`config.mk`:
```
export PLATFORM = sky130hd
export DESIGN_NAME = ecg_param_gen_mc
export DESIGN_NICKNAME = d
export VERILOG_FILES = /design/src/rtl/ecg_sim_pkg.sv /design/src/rtl/ecg_metric_walk.sv /design/src/rtl/ecg_param_gen_mc.sv
export SDC_FILE = /design/constraint.sdc
export NUM_CORES = 1
export LEC_CHECK = 0
export ABC_AREA = 1
export BUFFER_PORTS_ARGS = -buffer_cell sky130_fd_sc_hd__buf_2
export CAP_MARGIN = 40
export CORE_ASPECT_RATIO = 0.9
export CORE_UTILIZATION = 50
export CTS_CLUSTER_DIAMETER = 200
export DETAILED_ROUTE_END_ITERATION = 12
export MAX_ROUTING_LAYER = met4
export PLACE_DENSITY = 0.65
export SLEW_MARGIN = 15
export SYNTH_ARGS = -nofsm -noshare
export SYNTH_HDL_FRONTEND = slang
export SYNTH_SLANG_ARGS = --single-unit
```
`constraint.sdc`:
```
create_clock -name clk -period 13.1 [get_ports clk]
set_clock_uncertainty 0.05 [all_clocks]
set_input_delay 1.31 -clock clk [delete_from_list [all_inputs] [get_ports clk]]
set_output_delay 1.31 -clock clk [all_outputs]
set_load 0.02 [all_outputs]
```
`src/rtl/ecg_sim_pkg.sv`:
```
// Shared mode encodings, per-mode range table, reset values and LFSR helper
// for the multi-channel ECG parameter generator.
package ecg_sim_pkg;

  localparam logic [2:0] MODE_NORMAL = 3'd1;
  localparam logic [2:0] MODE_TACHY  = 3'd2;
  localparam logic [2:0] MODE_LOWHRV = 3'd3;
  localparam logic [2:0] MODE_BRADY  = 3'd4;

  localparam logic [10:0] HR_RST  = 11'd76;
  localparam logic [10:0] RR_RST  = 11'd793;
  localparam logic [10:0] HRV_RST = 11'd41;

  // Fibonacci feedback taps for x^16+x^14+x^13+x^11+1 on a left-shifting register
  localparam logic [15:0] LFSR_TAPS = 16'hB400;

  typedef enum logic {IDLE, SCAN} seq_state_t;

  typedef struct packed {
    logic [10:0] lo;
    logic [10:0] hi;
    logic [10:0] step;
  } range_t;

  typedef struct packed {
    range_t hr;
    range_t rr;
    range_t hrv;
  } mode_rng_t;

  function automatic range_t mk_rng(input logic [10:0] lo, input logic [10:0] hi,
                                    input logic [10:0] step);
    range_t r;
    r.lo   = lo;
    r.hi   = hi;
    r.step = step;
    return r;
  endfunction

  function automatic mode_rng_t mode_lut(input logic [2:0] mode);
    mode_rng_t r;
    mode_rng_t normal;
    normal.hr  = mk_rng(11'd72, 11'd79, 11'd2);
    normal.rr  = mk_rng(11'd760, 11'd820, 11'd10);
    normal.hrv = mk_rng(11'd35, 11'd47, 11'd3);
    case (mode)
      MODE_NORMAL: r = normal;
      MODE_TACHY: begin
        r.hr  = mk_rng(11'd103, 11'd170, 11'd5);
        r.rr  = mk_rng(11'd353, 11'd582, 11'd20);
        r.hrv = mk_rng(11'd70, 11'd110, 11'd8);
      end
      MODE_LOWHRV: begin
        r.hr  = mk_rng(11'd74, 11'd76, 11'd1);
        r.rr  = mk_rng(11'd788, 11'd812, 11'd4);
        r.hrv = mk_rng(11'd8, 11'd11, 11'd1);
      end
      MODE_BRADY: begin
        r.hr  = mk_rng(11'd45, 11'd58, 11'd2);
        r.rr  = mk_rng(11'd1034, 11'd1333, 11'd15);
        r.hrv = mk_rng(11'd30, 11'd60, 11'd4);
      end
      default: r = normal;
    endcase
    return r;
  endfunction

  function automatic logic [15:0] lfsr_step(input logic [15:0] s);
    return {s[14:0], ^(s & LFSR_TAPS)};
  endfunction

endpackage

```
`src/rtl/ecg_metric_walk.sv`:
```
// One metric's pseudo-random target inside [lo..hi] and the slew-limited step
// from the current value toward it; purely combinational.
module ecg_metric_walk
  import ecg_sim_pkg::*;
#(
  parameter int DW = 12
) (
  input  logic [DW-1:0] cur_i,
  input  logic [15:0]   lfsr_i,
  input  range_t        rng_i,
  output logic [DW-1:0] nxt_o,
  output logic          in_rng_o
);

  logic [DW-1:0]  lo_s;
  logic [DW-1:0]  hi_s;
  logic [DW-1:0]  step_s;
  logic [DW-1:0]  span_s;
  logic [DW-1:0]  tgt_s;
  logic [DW+15:0] prod_s;

  // Scale the LFSR into the span, then clamp the move; compares are one bit wider so nothing wraps
  always_comb begin
    lo_s   = DW'(rng_i.lo);
    hi_s   = DW'(rng_i.hi);
    step_s = DW'(rng_i.step);
    span_s = hi_s - lo_s + DW'(1'b1);
    prod_s = (DW+16)'(lfsr_i) * (DW+16)'(span_s);
    tgt_s  = lo_s + DW'(prod_s >> 16);
    if ({1'b0, tgt_s} > ({1'b0, cur_i} + {1'b0, step_s})) begin
      nxt_o = cur_i + step_s;
    end else if (({1'b0, tgt_s} + {1'b0, step_s}) < {1'b0, cur_i}) begin
      nxt_o = cur_i - step_s;
    end else begin
      nxt_o = tgt_s;
    end
    in_rng_o = (nxt_o >= lo_s) && (nxt_o <= hi_s);
  end

endmodule

```
`src/rtl/ecg_param_gen_mc.sv`:
```
// Multi-channel ECG heart-rate / RR / HRV generator: a tick counter starts a
// scan that services one channel per cycle through a shared set of metric walkers.
module ecg_param_gen_mc
  import ecg_sim_pkg::*;
#(
  parameter int          NUM_CH   = 2,
  parameter int          DW       = 12,
  parameter int          TICK_DIV = 50,
  parameter logic [15:0] SEED0    = 16'hACE1,
  parameter logic [15:0] SEED1    = 16'hBEEF,
  parameter logic [15:0] SEED2    = 16'hCAFE
) (
  input  logic                 clk,
  input  logic                 rst_n,
  input  logic [3*NUM_CH-1:0]  mode_i,
  input  logic [NUM_CH-1:0]    freeze_i,
  output logic [DW*NUM_CH-1:0] heart_rate_o,
  output logic [DW*NUM_CH-1:0] rr_interval_o,
  output logic [DW*NUM_CH-1:0] hrv_value_o,
  output logic [NUM_CH-1:0]    upd_valid_o,
  output logic [NUM_CH-1:0]    in_range_o,
  output logic                 tick_o
);

  localparam int CW = $clog2(TICK_DIV);
  localparam int IW = (NUM_CH > 1) ? $clog2(NUM_CH) : 1;

  if (NUM_CH < 1 || NUM_CH > 8) begin : g_bad_num_ch
    $error("ecg_param_gen_mc: NUM_CH must be 1..8");
  end
  if (TICK_DIV < NUM_CH + 1) begin : g_bad_tick_div
    $error("ecg_param_gen_mc: TICK_DIV must be at least NUM_CH+1");
  end
  if (DW < 11) begin : g_bad_dw
    $error("ecg_param_gen_mc: DW must be at least 11");
  end
  if (SEED0 == 16'h0000 || SEED1 == 16'h0000 || SEED2 == 16'h0000) begin : g_bad_seed
    $error("ecg_param_gen_mc: LFSR seeds must be nonzero");
  end

  localparam logic [DW-1:0] HR_R  = DW'(HR_RST);
  localparam logic [DW-1:0] RR_R  = DW'(RR_RST);
  localparam logic [DW-1:0] HRV_R = DW'(HRV_RST);

  logic [15:0]           lfsr_hr_q, lfsr_rr_q, lfsr_hrv_q;
  logic [CW-1:0]         cnt_q, cnt_d;
  logic                  tick_q;
  seq_state_t            state_q;
  logic [IW-1:0]         idx_q;
  logic [DW*NUM_CH-1:0]  hr_q, rr_q, hrv_q;
  logic [NUM_CH-1:0]     upd_q, inrng_q;

  logic [2:0]            ch_mode_s;
  logic                  frz_s;
  mode_rng_t             rng_s;
  logic [DW-1:0]         hr_cur_s, rr_cur_s, hrv_cur_s;
  logic [DW-1:0]         hr_nxt_s, rr_nxt_s, hrv_nxt_s;
  logic                  hr_ok_s, rr_ok_s, hrv_ok_s;

  // Tick counter next state and the operands of the channel currently being serviced
  always_comb begin
    if (cnt_q == CW'(TICK_DIV - 1)) begin
      cnt_d = '0;
    end else begin
      cnt_d = cnt_q + CW'(1'b1);
    end
    ch_mode_s = mode_i[3*int'(idx_q) +: 3];
    frz_s     = freeze_i[idx_q];
    rng_s     = mode_lut(ch_mode_s);
    hr_cur_s  = hr_q[DW*int'(idx_q) +: DW];
    rr_cur_s  = rr_q[DW*int'(idx_q) +: DW];
    hrv_cur_s = hrv_q[DW*int'(idx_q) +: DW];
  end

  ecg_metric_walk #(.DW(DW)) u_walk_hr (
    .cur_i(hr_cur_s), .lfsr_i(lfsr_hr_q), .rng_i(rng_s.hr),
    .nxt_o(hr_nxt_s), .in_rng_o(hr_ok_s)
  );
  ecg_metric_walk #(.DW(DW)) u_walk_rr (
    .cur_i(rr_cur_s), .lfsr_i(lfsr_rr_q), .rng_i(rng_s.rr),
    .nxt_o(rr_nxt_s), .in_rng_o(rr_ok_s)
  );
  ecg_metric_walk #(.DW(DW)) u_walk_hrv (
    .cur_i(hrv_cur_s), .lfsr_i(lfsr_hrv_q), .rng_i(rng_s.hrv),
    .nxt_o(hrv_nxt_s), .in_rng_o(hrv_ok_s)
  );

  // LFSRs, tick counter, scan sequencer and per-channel metric registers
  always_ff @(posedge clk or negedge rst_n) begin
    if (!rst_n) begin
      lfsr_hr_q  <= SEED0;
      lfsr_rr_q  <= SEED1;
      lfsr_hrv_q <= SEED2;
      cnt_q      <= '0;
      tick_q     <= 1'b0;
      state_q    <= IDLE;
      idx_q      <= '0;
      hr_q       <= {NUM_CH{HR_R}};
      rr_q       <= {NUM_CH{RR_R}};
      hrv_q      <= {NUM_CH{HRV_R}};
      upd_q      <= '0;
      inrng_q    <= '1;
    end else begin
      lfsr_hr_q  <= lfsr_step(lfsr_hr_q);
      lfsr_rr_q  <= lfsr_step(lfsr_rr_q);
      lfsr_hrv_q <= lfsr_step(lfsr_hrv_q);
      cnt_q      <= cnt_d;
      tick_q     <= (cnt_d == CW'(TICK_DIV - 1));
      upd_q      <= '0;
      case (state_q)
        IDLE: begin
          if (tick_q) begin
            state_q <= SCAN;
            idx_q   <= '0;
          end
        end
        SCAN: begin
          if (!frz_s) begin
            hr_q[DW*int'(idx_q) +: DW]  <= hr_nxt_s;
            rr_q[DW*int'(idx_q) +: DW]  <= rr_nxt_s;
            hrv_q[DW*int'(idx_q) +: DW] <= hrv_nxt_s;
            upd_q[idx_q]                <= 1'b1;
            inrng_q[idx_q]              <= hr_ok_s && rr_ok_s && hrv_ok_s;
          end
          if (idx_q == IW'(NUM_CH - 1)) begin
            state_q <= IDLE;
          end else begin
            idx_q <= idx_q + IW'(1'b1);
          end
        end
        default: begin
          state_q <= IDLE;
          idx_q   <= '0;
        end
      endcase
    end
  end

  assign heart_rate_o  = hr_q;
  assign rr_interval_o = rr_q;
  assign hrv_value_o   = hrv_q;
  assign upd_valid_o   = upd_q;
  assign in_range_o    = inrng_q;
  assign tick_o        = tick_q;

endmodule
```
# --- Word level (Yosys, flattened, before mapping) ---
# Cells that the tools add are included.
totals:
  reg_bits: 133
  in_bits: 10
  output_inout_bits: 77
  elab_cells: 105
op_classes:
  add_sub_neg: 24
  mul: 5
  n_lt_le_gt_ge: 14
  eq_ne: 6
  shifts: 8
  mux: 24
  bitwise_logic: 2
  n_reduce_logical: 10
ops:
  columns: ["cell", "n"]
  rows:
  - ["95-bit one-hot mux with 3 select lines", 1]
  - ["12-bit by 33-bit variable part select with 24-bit output", 3]
  - ["24-bit by 32-bit variable part select with 12-bit output", 3]
  - ["16-bit by 12-bit multiplier with 28-bit output", 3]
  - ["12-bit by 11-bit adder with 13-bit output", 6]
  - ["24-bit bitwise mux", 3]
  - ["12-bit 2-to-1 mux", 6]
  - ["16-bit parity", 3]
  - ["12-bit by 13-bit > comparator with 1-bit output", 3]
  - ["13-bit by 12-bit less-than comparator with 1-bit output", 3]
  - ["12-bit by 1-bit adder with 12-bit output (second input constant)", 3]
  - ["12-bit by 11-bit adder with 12-bit output", 3]
  - ["12-bit by 11-bit less-or-equal comparator with 1-bit output", 3]
  - ["12-bit by 11-bit subtractor with 12-bit output", 3]
  - ["5-bit negation with 33-bit output", 1]
  - ["12-bit by 33-bit variable shift with 24-bit output (first input constant)", 1]
  - ["11-bit by 12-bit adder with 12-bit output", 2]
  - ["12-bit by 11-bit greater-or-equal comparator with 1-bit output", 2]
  - ["11-bit by 11-bit subtractor with 12-bit output", 2]
  - ["7-bit by 12-bit adder with 12-bit output", 1]
  - ["6-bit == test (second input constant)", 2]
  - ["12-bit by 7-bit greater-or-equal comparator with 1-bit output", 1]
  - ["11-bit by 7-bit subtractor with 12-bit output", 1]
  - ["1-bit 2-to-1 mux", 7]
  - ["other kinds (17)", 27]

# --- Longest topological paths before layout ---
# Gate-level depths: netlist of run 1.
depth:
  word_depth: 17
  mapped_depth: 84

# --- Cells and area by module ---
# Synthesis of run 1 repeated with hierarchy kept, for this count alone.
unflattened:
  hier_cells: 4704
  hier_area_um2: 34769.6
modules_own_cells:
  columns: ["mod", "instances", "cells_per_inst", "area_each_um2"]
  rows:
  - ["ecg_metric_walk at u_walk_hrv", 1, 1391, 9905.8]
  - ["ecg_metric_walk at u_walk_rr", 1, 1404, 9883.2]
  - ["ecg_metric_walk at u_walk_hr", 1, 1378, 9850.7]
  - ["ecg_param_gen_mc", 1, 531, 5129.9]

# --- Least setup slack after synthesis of run 1 ---
# No wires, ideal clock.
synth_path:
  path_kind: "input to register"
  start: "input mode_i[3]"
  end: "register inrng_q[1], in the netlist in_range_o[1]"
  setup_time_ns: 0.061
  t_arrival_ns: 13.634
  path_slack_ns: -0.645
  cell_stages: 74
  n_path_buf: 6
  path_cell_list: "inv_1 -> nand2_1 -> nand2_1 -> nand3_2 -> clkbuf_1 -> clkbuf_1 -> ha_1 -> clkbuf_1 -> inv_1 -> buf_2 -> nand2_1 -> xor2_1 -> ha_1 -> nand2_1 -> inv_1 -> or2_2 -> a21oi_1 -> or2_2 -> [38 not listed] -> nand3_1 -> nand2_1 -> a21oi_1 -> o21ai_2 -> buf_4 -> a21oi_1 -> o21ai_0 -> o21ai_0 -> inv_1 -> ha_1 -> a21oi_1 -> o31ai_1 -> nand3_1 -> nand3_1 -> nand2_1 -> nor2_1 -> nand3_1 -> nand2_1"
synth_via:
  elab_chain_len: 16
  elab_cells_between_ends: 53
  classes_between: "add/sub: 21; mul: 3; order compare: 12; eq/ne: 3; shift: 1; mux: 8; reduce/logical: 5"
synth_lines:
  columns: ["item", "line", "text"]
  rows:
  - ["start: declaration", "ecg_param_gen_mc.sv:15", "input logic [3*NUM_CH-1:0] mode_i,"]
  - ["6-bit by 4-bit variable part select with 3-bit output *", "ecg_param_gen_mc.sv:67", "ch_mode_s = mode_i[3*int'(idx_q) +: 3];"]
  - ["3-bit == test / 3-bit by 2-bit == test with 1-bit output (equally long branches)", "ecg_sim_pkg.sv:46", "case (mode)"]
  - ["95-bit one-hot mux with 3 select lines *", "ecg_sim_pkg.sv:46", null]
  - ["11-bit by 7-bit subtractor with 12-bit output / 11-bit by 11-bit subtractor with 12-bit output (equally long branches)", "ecg_metric_walk.sv:27", "span_s = hi_s - lo_s + DW'(1'b1);"]
  - ["12-bit by 1-bit adder with 12-bit output", "ecg_metric_walk.sv:27", null]
  - ["16-bit by 12-bit multiplier with 28-bit output", "ecg_metric_walk.sv:28", "prod_s = (DW+16)'(lfsr_i) * (DW+16)'(span_s);"]
  - ["7-bit by 12-bit adder with 12-bit output / 11-bit by 12-bit adder with 12-bit output (equally long branches)", "ecg_metric_walk.sv:29", "tgt_s = lo_s + DW'(prod_s >> 16);"]
  - ["12-bit by 11-bit adder with 13-bit output", "ecg_metric_walk.sv:32", "end else if (({1'b0, tgt_s} + {1'b0, step_s}) < {1'b0, cur_i}) begin"]
  - ["13-bit by 12-bit less-than comparator with 1-bit output", "ecg_metric_walk.sv:32", null]
  - ["12-bit 2-to-1 mux", "ecg_metric_walk.sv:32", null]
  - ["12-bit 2-to-1 mux", "ecg_metric_walk.sv:30", "if ({1'b0, tgt_s} > ({1'b0, cur_i} + {1'b0, step_s})) begin"]
  - ["12-bit by 7-bit greater-or-equal comparator with 1-bit output (tied with other cells)", "ecg_metric_walk.sv:37", "in_rng_o = (nxt_o >= lo_s) && (nxt_o <= hi_s);"]
  - ["1-bit logical AND", "ecg_metric_walk.sv:37", null]
  - ["1-bit logical AND", "ecg_param_gen_mc.sv:123", "inrng_q[idx_q] <= hr_ok_s && rr_ok_s && hrv_ok_s;"]
  - ["1-bit logical AND *", "ecg_param_gen_mc.sv:123", null]
  - ["2-bit bitwise mux *", "ecg_param_gen_mc.sv:123", null]
  - ["end signal: indexed assignment", "ecg_param_gen_mc.sv:123", null]
  - ["end: declaration", "ecg_param_gen_mc.sv:51", "logic [NUM_CH-1:0] upd_q, inrng_q;"]
# Every way passes the cells marked *; elsewhere a longest branch is shown, timed or not.
# A chain may end at the register's enable or synchronous reset.

# --- Final worst setup path of run 1 ---
layout_path:
  start: "input mode_i[2]"
  end: "register inrng_q[0], in the netlist in_range_o[0]"
# Same word-level chain as after synthesis.

==> metrics.md, run 1 <==
| Metric | Value |
|---|---|
| Synth Flop Type | dfrtp_1 |
| 1st-iter DRT viols | about 1700 |
| Pwr dens | 77.9 mW/mm^2 |
| Area share of and/or/nand/nor cells after synthesis | 0.214 |
| Cell accounting for the most synthesized area | fa_1 |
| Largest net degree at the start of global routing | 74 |
| Root Buffer | clkbuf_16 |
| Synth Area in XOR/XNOR | 0.0379 |
| Max FO, Critical Path | 7 |
| Crit share post-route | 0.938 |
| Via count | around 26000 |
| Async SR Flop Fraction | 1.00 |
| WHS Path Cells | 0 |
| WP data arrival | 12680 ps |
| Layout Cells excl Fill | 5162 |
| Post-layout min period | 12290 ps |
| Worst R2R Path Depth | 66 |
| I/O pins | 87 |
| Final ANT Viol Nets | 0 |
| DIE AREA | 0.0618 mm^2 |
| Top cells by area, synth | fa_1 28%, ha_1 15%, inv_1 11% |
| Core Util, Final | 0.575 |
| Hold_ws | 362 ps |
| Num Clock Sinks | about 130 |
| Setup violations, final | 0 |
| Mapped Area | around 0.030 mm^2 |
| Clk pin slew, worst setup/hold paths | 70 ps |
| Post-synthesis cell type count | 59 |
| Layout cells sized above 1 | 0.127 |
| CP Class | primary input to flip-flop |
| Row cnt | 85 |
| Avg WL per Cell | 16.0 um |
| Placed instance area | 0.0335 mm^2 |
| DR pass1 iterations | 6 |
| Post-synth EDFFs | 0 |
| Num CTS Buffers | 17 |
| Initial Util | 0.507 |
| Cts hold-fix bufs | 0 |
| Max incr delay on CP | 610 ps |
| Final Hold Vio Count | 0 |
| Multiplexer share of the synthesized area | 0.00165 |
| Vias/cell | roughly 5.1 |
| P_sw | 1.29 mW |
| Clock share of power | 0.204 |
| Syn-to-layout area delta | 13.3% |
| Vias in the first global route | 27059 |
| Die width | ~260 um |
| Compound-Gate Fraction of Synth Area | 0.0775 |
| Max Cap Violations | 0 |
| Peak VDD IR | 0.0832 mV |
| Slowest cell on the critical path | fa_2 |
| Synth Area per Inst | 7.50 um^2 |
| Diode count | 0 |
| Design Power | 2.68 mW |
| CP endpoint kind | flip-flop |
| Hpwl dp | approximately 70000 um |
| Slew Limit Fails | 0 |
| Initial antenna violation count | 0 |
| Max clock buf depth | 2 |
| Net count, final | 5169 |
| Port bufs | 86 |
| PnR worst setup slack | 814 ps |
| Crit path top cell by count | nand2_1 |
| Status | finished, final reports clean |
| WP data required | 13490 ps |
| Startpoint Class | primary input |
| Synth Area in Adders | 0.431 |
| Post-route cell area | 0.0345 mm^2 |
| Synth warn | 0 |
| Slew margin rel. | 0.437 |
| Seq/Total Area, Yosys | 0.112 |
| Global route overflow | 0 |
| Setup TNS | 0 ps |
| Total GRT Usage | 0.293 |
| P_int | 1.40 mW |
| Clock insertion delay at the later pin of the skew report | approximately 500 ps |
| Largest family of logic cells by synthesized area | adder cells |
| Syn Inst Count | 4057 |
| RePlAce Congestion | roughly 0.96 |
| H-tree Lvls | 4 |
| Worst min path class | flip-flop to flip-flop |
| Core box area | 0.0600 mm^2 |
| Worst Tran Pin Value | 835 ps |
| First-pass GRT wire length | 139000 um |
| Cell count after placement | 5115 |
| Total Wirelength | 82700 um |
| DRC | 0 |
| Max Freq | 81.4 MHz |
| Yosys top cell area share | 0.279 |
| Synth Register Bits | 133 |
| Setup slack at placement | -0.912 ps |
| CTS tree | yes |
| Sequential Power Share | 0.169 |
| Pleak | roughly 19 nW |
| Combinational share of power | 0.627 |
| Sw Share | 0.480 |
| Chip height | 236 um |
==> layout make-up <==
cell class / instances / area [um^2]
Fill cell: 5689 / 25500
Multi-Input combinational cell: 2970 / 23700
Inverter: 920 / 3460
Sequential cell: 133 / 3400
Timing Repair Buffer: 323 / 2290
Tap cell: 783 / 980
Clock buffer: 17 / 425
Clock inverter: 15 / 201
Timing Repair inverter: 1 / 7.51
==> synth_stat cells, drive strengths merged (2+ instances only) <==
library cell / count
o21a: 11
or2: 36
dfrtp: 77
nand3: 164
nor4: 10
and2: 5
buf: 30
o31ai: 8
fa: 424
conb: 2
dfstp: 56
xnor2: 38
nand3b: 13
or4: 2
o21ai: 126
inv: 917
o211ai: 9
o221ai: 4
a21o: 12
mux2i: 5
a21oi: 198
o21bai: 13
nor3: 34
a21boi: 2
clkbuf: 66
ha: 369
xor2: 89
nand4: 43
a31oi: 23
nand2: 911
a211oi: 8
nor2: 340
clkinv: 3
==> power groups by stage <==
| stage | clock network [mW] | registers (mW) | logic, mW |
|---|---|---|---|
| after CTS | 0.562 | 0.455 | 1.64 |
| after global routing | 0.569 | 0.458 | 1.91 |
| after detailed placement | 0 | 0.462 | 1.62 |
| after global placement | 0 | 0.461 | 1.62 |
| after floorplan | 0 | 0.485 | 1.05 |
| final | 0.548 | 0.455 | 1.68 |
==> cell families (layout without fill, tap and decap cells) <==
kind of cell,Yosys count,count (layout)
AND/OR/NAND/NOR,1560,1560
buffers and inverters,1016,1276
adder cells (fa/ha/maj),793,793
AO/OA/AOI/OAI,421,421
flip-flops,133,133
XOR/XNOR,127,127
multiplexers,5,5
other,2,64
==> critical path: cells and delay by family <==
kind	cells	cell delay [ps]
buffers and inverters	16	1740
and+or+nand+nor	22	2200
adders and majority gates	12	4780
AOI/OAI and AO/OA	14	2120
xor gates and xnor gates	3	480
==> state kept, by name, summed over array words and instances, names as in the netlist <==
signal	cells
tick_o	1
idx_q	1
cnt_q	6
heart_rate_o	24
lfsr_hrv_q	16
lfsr_hr_q	16
upd_valid_o	2
hrv_value_o	24
state_q	1
in_range_o	2
rr_interval_o	24
lfsr_rr_q	16
==> metal layers <==
metal / part of all wire / up-vias / track usage
met3: 0.046 / 97 / 0.0325
met2: 0.47 / 573 / 0.470
met1: 0.46 / 12683 / 0.400
met4: 0.017 / 0 / 0.0606
met5: 0 / - / -
li1: - / 12966 / -
==> cell usage in the layout, fill, tap and decap left out, types with 8 or more instances in the layout <==
master,instances
o21a_1,11
xnor2_1,36
or2_2,35
a31oi_1,20
a21oi_2,8
o21bai_1,11
o211ai_1,9
o21ai_1,23
a21oi_1,189
dfrtp_1,76
dfstp_2,56
nor2_2,15
inv_2,16
nor4_1,10
nand4_1,43
nand3b_1,13
xor2_1,84
nand2_1,891
inv_1,899
buf_2,85
ha_1,361
a21o_1,12
clkbuf_16,17
nor2_1,322
buf_4,230
fa_1,422
conb_1,64
nor3_1,30
o21ai_0,97
nand3_1,157
nand2_2,15
==> timing repair <==
| action | CTS | global route |
|---|---|---|
| resized for setup | 0 | 72 |
| buffers inserted | 0 | 14 |
| endpoints found under the setup margin | 0 | 2 |
==> path summary, 6_finish.rpt <==
path / slack (ps) / end / startpoint
min: 360 / lfsr_rr_q[2] / lfsr_rr_q[1]
min reg2reg: 360 / lfsr_rr_q[2] / lfsr_rr_q[1]
max in group asynchronous: 11000 / hrv_value_o[17] / rst_n
min in group asynchronous: 770 / lfsr_hrv_q[8] / rst_n
max: 810 / in_range_o[0] / mode_i[2]
max reg2reg: 980 / in_range_o[0] / idx_q
Note: power is estimated with default switching activity, not from simulation.
==> run 2: changes to the inputs <==
--- a/config.mk
+++ b/config.mk
@@ -9,11 +9,11 @@
 export BUFFER_PORTS_ARGS = -buffer_cell sky130_fd_sc_hd__buf_2
 export CAP_MARGIN = 40
 export CORE_ASPECT_RATIO = 0.9
-export CORE_UTILIZATION = 50
+export CORE_UTILIZATION = 38
 export CTS_CLUSTER_DIAMETER = 200
 export DETAILED_ROUTE_END_ITERATION = 12
 export MAX_ROUTING_LAYER = met4
-export PLACE_DENSITY = 0.65
+export PLACE_DENSITY = 0.51
 export SLEW_MARGIN = 15
 export SYNTH_ARGS = -nofsm -noshare
 export SYNTH_HDL_FRONTEND = slang
==> metrics.md, run 2 (synthesis results as in run 1) <==
| Metric | Value |
|---|---|
| PnR worst setup slack | 778 ps (was 814 ps) |
| Buf/Inv on CP | 20 (was 16) |
| Metal3 WL | 3240 um (was 3830 um) |
| Diode count | 0 (unchanged) |
| Max incr delay on CP | 600 ps (was 610 ps) |
| CP endpoint kind | flip-flop (unchanged) |
| Clock insertion delay at the later pin of the skew report | 510 ps (was 500 ps) |
| Most frequent cells in the layout | 900 x inv_1, 893 x nand2_1, 424 x fa_1 (was 899 x inv_1, 891 x nand2_1, 422 x fa_1) |
| Peak VDD IR | 0.0978 mV (was 0.0832 mV) |
| Max Cap Violations | 0 (unchanged) |
| Slowest cell on the critical path | fa_1 (was fa_2) |
| CTS tree | yes (unchanged) |
| CP Class | primary input to flip-flop (unchanged) |
| Most common cell after layout, fill and taps aside | inv_1 (unchanged) |
| Vias in the first global route | 26872 (was 27059) |
| WP data arrival | 12720 ps (was 12680 ps) |
| Hold Startpoint | lfsr_rr_q[0] (was lfsr_rr_q[1]) |
| H-tree Lvls | 4 (unchanged) |
| Worst hold endpoint | lfsr_rr_q[1] (was lfsr_rr_q[2]) |
| Status | finished, final reports clean (unchanged) |
| Worst R2R Path Depth | 71 (was 66) |
| Core Util, Final | 0.446 (was 0.575) |
| Hpwl dp | 74400 um (was 68500 um) |
| Stages on worst setup path | 72 (was 67) |
| Design Power | 2.78 mW (was 2.68 mW) |
| Crit share post-route | 0.941 (was 0.938) |
| DR WL met2 | 41200 um (was 39100 um) |
| DR pass1 iterations | 5 (was 6) |
| Die width | 300 um (was 262 um) |
| Num CTS Buffers | 17 (unchanged) |
| Slew Limit Fails | 0 (unchanged) |
| Root Buffer | clkbuf_16 (unchanged) |
| 1st-iter DRT viols | 1384 (was 1730) |
| DIE AREA | 0.0812 mm^2 (was 0.0618 mm^2) |
| Num Clock Sinks | 133 (unchanged) |
| Setup violations, final | 0 (unchanged) |
| Port bufs | 86 (unchanged) |
| Slew margin rel. | 0.407 (was 0.437) |
| R2R setup slack | 1040 ps (was 980 ps) |
| Net count, final | 5248 (was 5169) |
| Final ANT Viol Nets | 0 (unchanged) |
| Syn-to-layout area delta | 16.3% (was 13.3%) |
| First-pass GRT wire length | 146000 um (was 139000 um) |
| Global route overflow | 0 (unchanged) |
| M1 WL | 42700 um (was 38300 um) |
| Total Wirelength | 88500 um (was 82700 um) |
| Max clock buf depth | 2 (unchanged) |
| Initial Util | 0.383 (was 0.507) |
| Cts hold-fix bufs | 0 (unchanged) |
| Placed instance area | 0.0345 mm^2 (was 0.0335 mm^2) |
| Total GRT Usage | 0.235 (was 0.293) |
| Pwr dens | 78.6 mW/mm^2 (was 77.9 mW/mm^2) |
| Clk pin slew, worst setup/hold paths | 80 ps (was 70 ps) |
| Reg2reg start | idx_q (unchanged) |
| Worst reg2reg endpoint | in_range_o[1] (was in_range_o[0]) |
| Startpoint Class | primary input (unchanged) |
| Pleak | 19.1 nW (was 18.7 nW) |
| Chip height | 270 um (was 236 um) |
| Final Hold Vio Count | 0 (unchanged) |
| Initial antenna violation count | 1 (was 0) |
| Max FO, Critical Path | 10 (was 7) |
| Worst min path class | flip-flop to flip-flop (unchanged) |
| Layout Cells excl Fill | 5508 (was 5162) |
| Layout cells sized above 1 | 0.141 (was 0.127) |
| Uppermost layer routed | met4 (unchanged) |
| Largest net degree at the start of global routing | 74 (unchanged) |
| Worst Tran Pin Value | 880 ps (was 835 ps) |
| I/O pins | 87 (unchanged) |
| Vias/cell | 4.76 (was 5.10) |
| Max Freq | 81.2 MHz (was 81.4 MHz) |
| DRC | 0 (unchanged) |
| Via count | 26232 (was 26319) |
| Cell count after placement | 5468 (was 5115) |
| WHS Path Cells | 0 (unchanged) |
| WP data required | 13500 ps (was 13490 ps) |
| Post-layout min period | 12320 ps (was 12290 ps) |
| Post-route cell area | 0.0354 mm^2 (was 0.0345 mm^2) |
| Core box area | 0.0793 mm^2 (was 0.0600 mm^2) |
| Setup slack at placement | -159 ps (was -0.912 ps) |
| Row cnt | 98 (was 85) |
| # fillers | 8230 (was 5689) |
| Avg WL per Cell | 16.1 um (was 16.0 um) |
| RePlAce Congestion | 0.889 (was 0.963) |
| Cell family with most CP delay | adder cells (unchanged) |
-- run 2: cell types whose count changed in the layout (fill, tap and decap cells not counted), sizes merged --
| cell | previous run | this run |
|---|---|---|
| clkinv | 5 | 4 |
| bufinv | 2 | 1 |
| clkinvlp | 2 | 3 |
| clkbuf | 17 | 18 |
| inv | 927 | 926 |
| buf | 323 | 403 |
-- run 2: repair_timing --
item,CTS,global route
setup buffers,0,7
setup endpoints to repair,0,2
gates resized for setup,0,63
-- run 2: metrics by stage --
stage	hold WS, ps	setup TNS (ps)
4_1_cts	351	0
5_1_grt	361	-54.0
3_5_place_dp	341	-308
2_1_floorplan	302	0
6_report	349	0
3_3_place_gp	340	0
-- run 2: worst reg2reg max path: cells and delay by family, from the launching register on --
kind / cells / cell delay, ps
flip-flops: 1 / 430
adder cells (fa/ha/maj): 13 / 4770
AND/OR/NAND/NOR: 28 / 3160
buffers and inverters: 19 / 1720
AO/OA/AOI/OAI: 8 / 1290
XOR/XNOR: 3 / 600
-- run 2: final cells by class --
type                    count  area, um^2  share of cell area
multi-input cells        2970       23700               0.669
clock inverters            14         160             0.00453
inverters                 920        3460              0.0978
repair buffers            403        2920              0.0825
well taps                1050        1310              0.0371
clock buffers              18         439              0.0124
flip-flops and latches    133        3400              0.0961
-- run 2: worst max-delay path by stage --
stage / slack (ps) / from / to
2_1_floorplan: 50 / mode_i[3] / in_range_o[1]
3_3_place_gp: 80 / mode_i[2] / in_range_o[1]
3_5_place_dp: -160 / mode_i[2] / in_range_o[1]
4_1_cts: 320 / mode_i[2] / in_range_o[0]
5_1_grt: -30 / mode_i[2] / in_range_o[0]
6_report: 780 / mode_i[0] / in_range_o[1]
-- run 2: power by group --
group | switching [mW] | internal [mW] | leakage (nW)
Clock | 0.264 | 0.276 | 0.286
Sequential | 0.0159 | 0.438 | 1.54
Combinational | 1.04 | 0.749 | 17.3
Total | 1.32 | 1.46 | 19.1
-- run 2: metal layers --
layer  GRT usage  up-vias
li1            -    13125
met1       0.324    12569
met2       0.375      461
met3      0.0226       77
met4      0.0465        0
met5           -        -
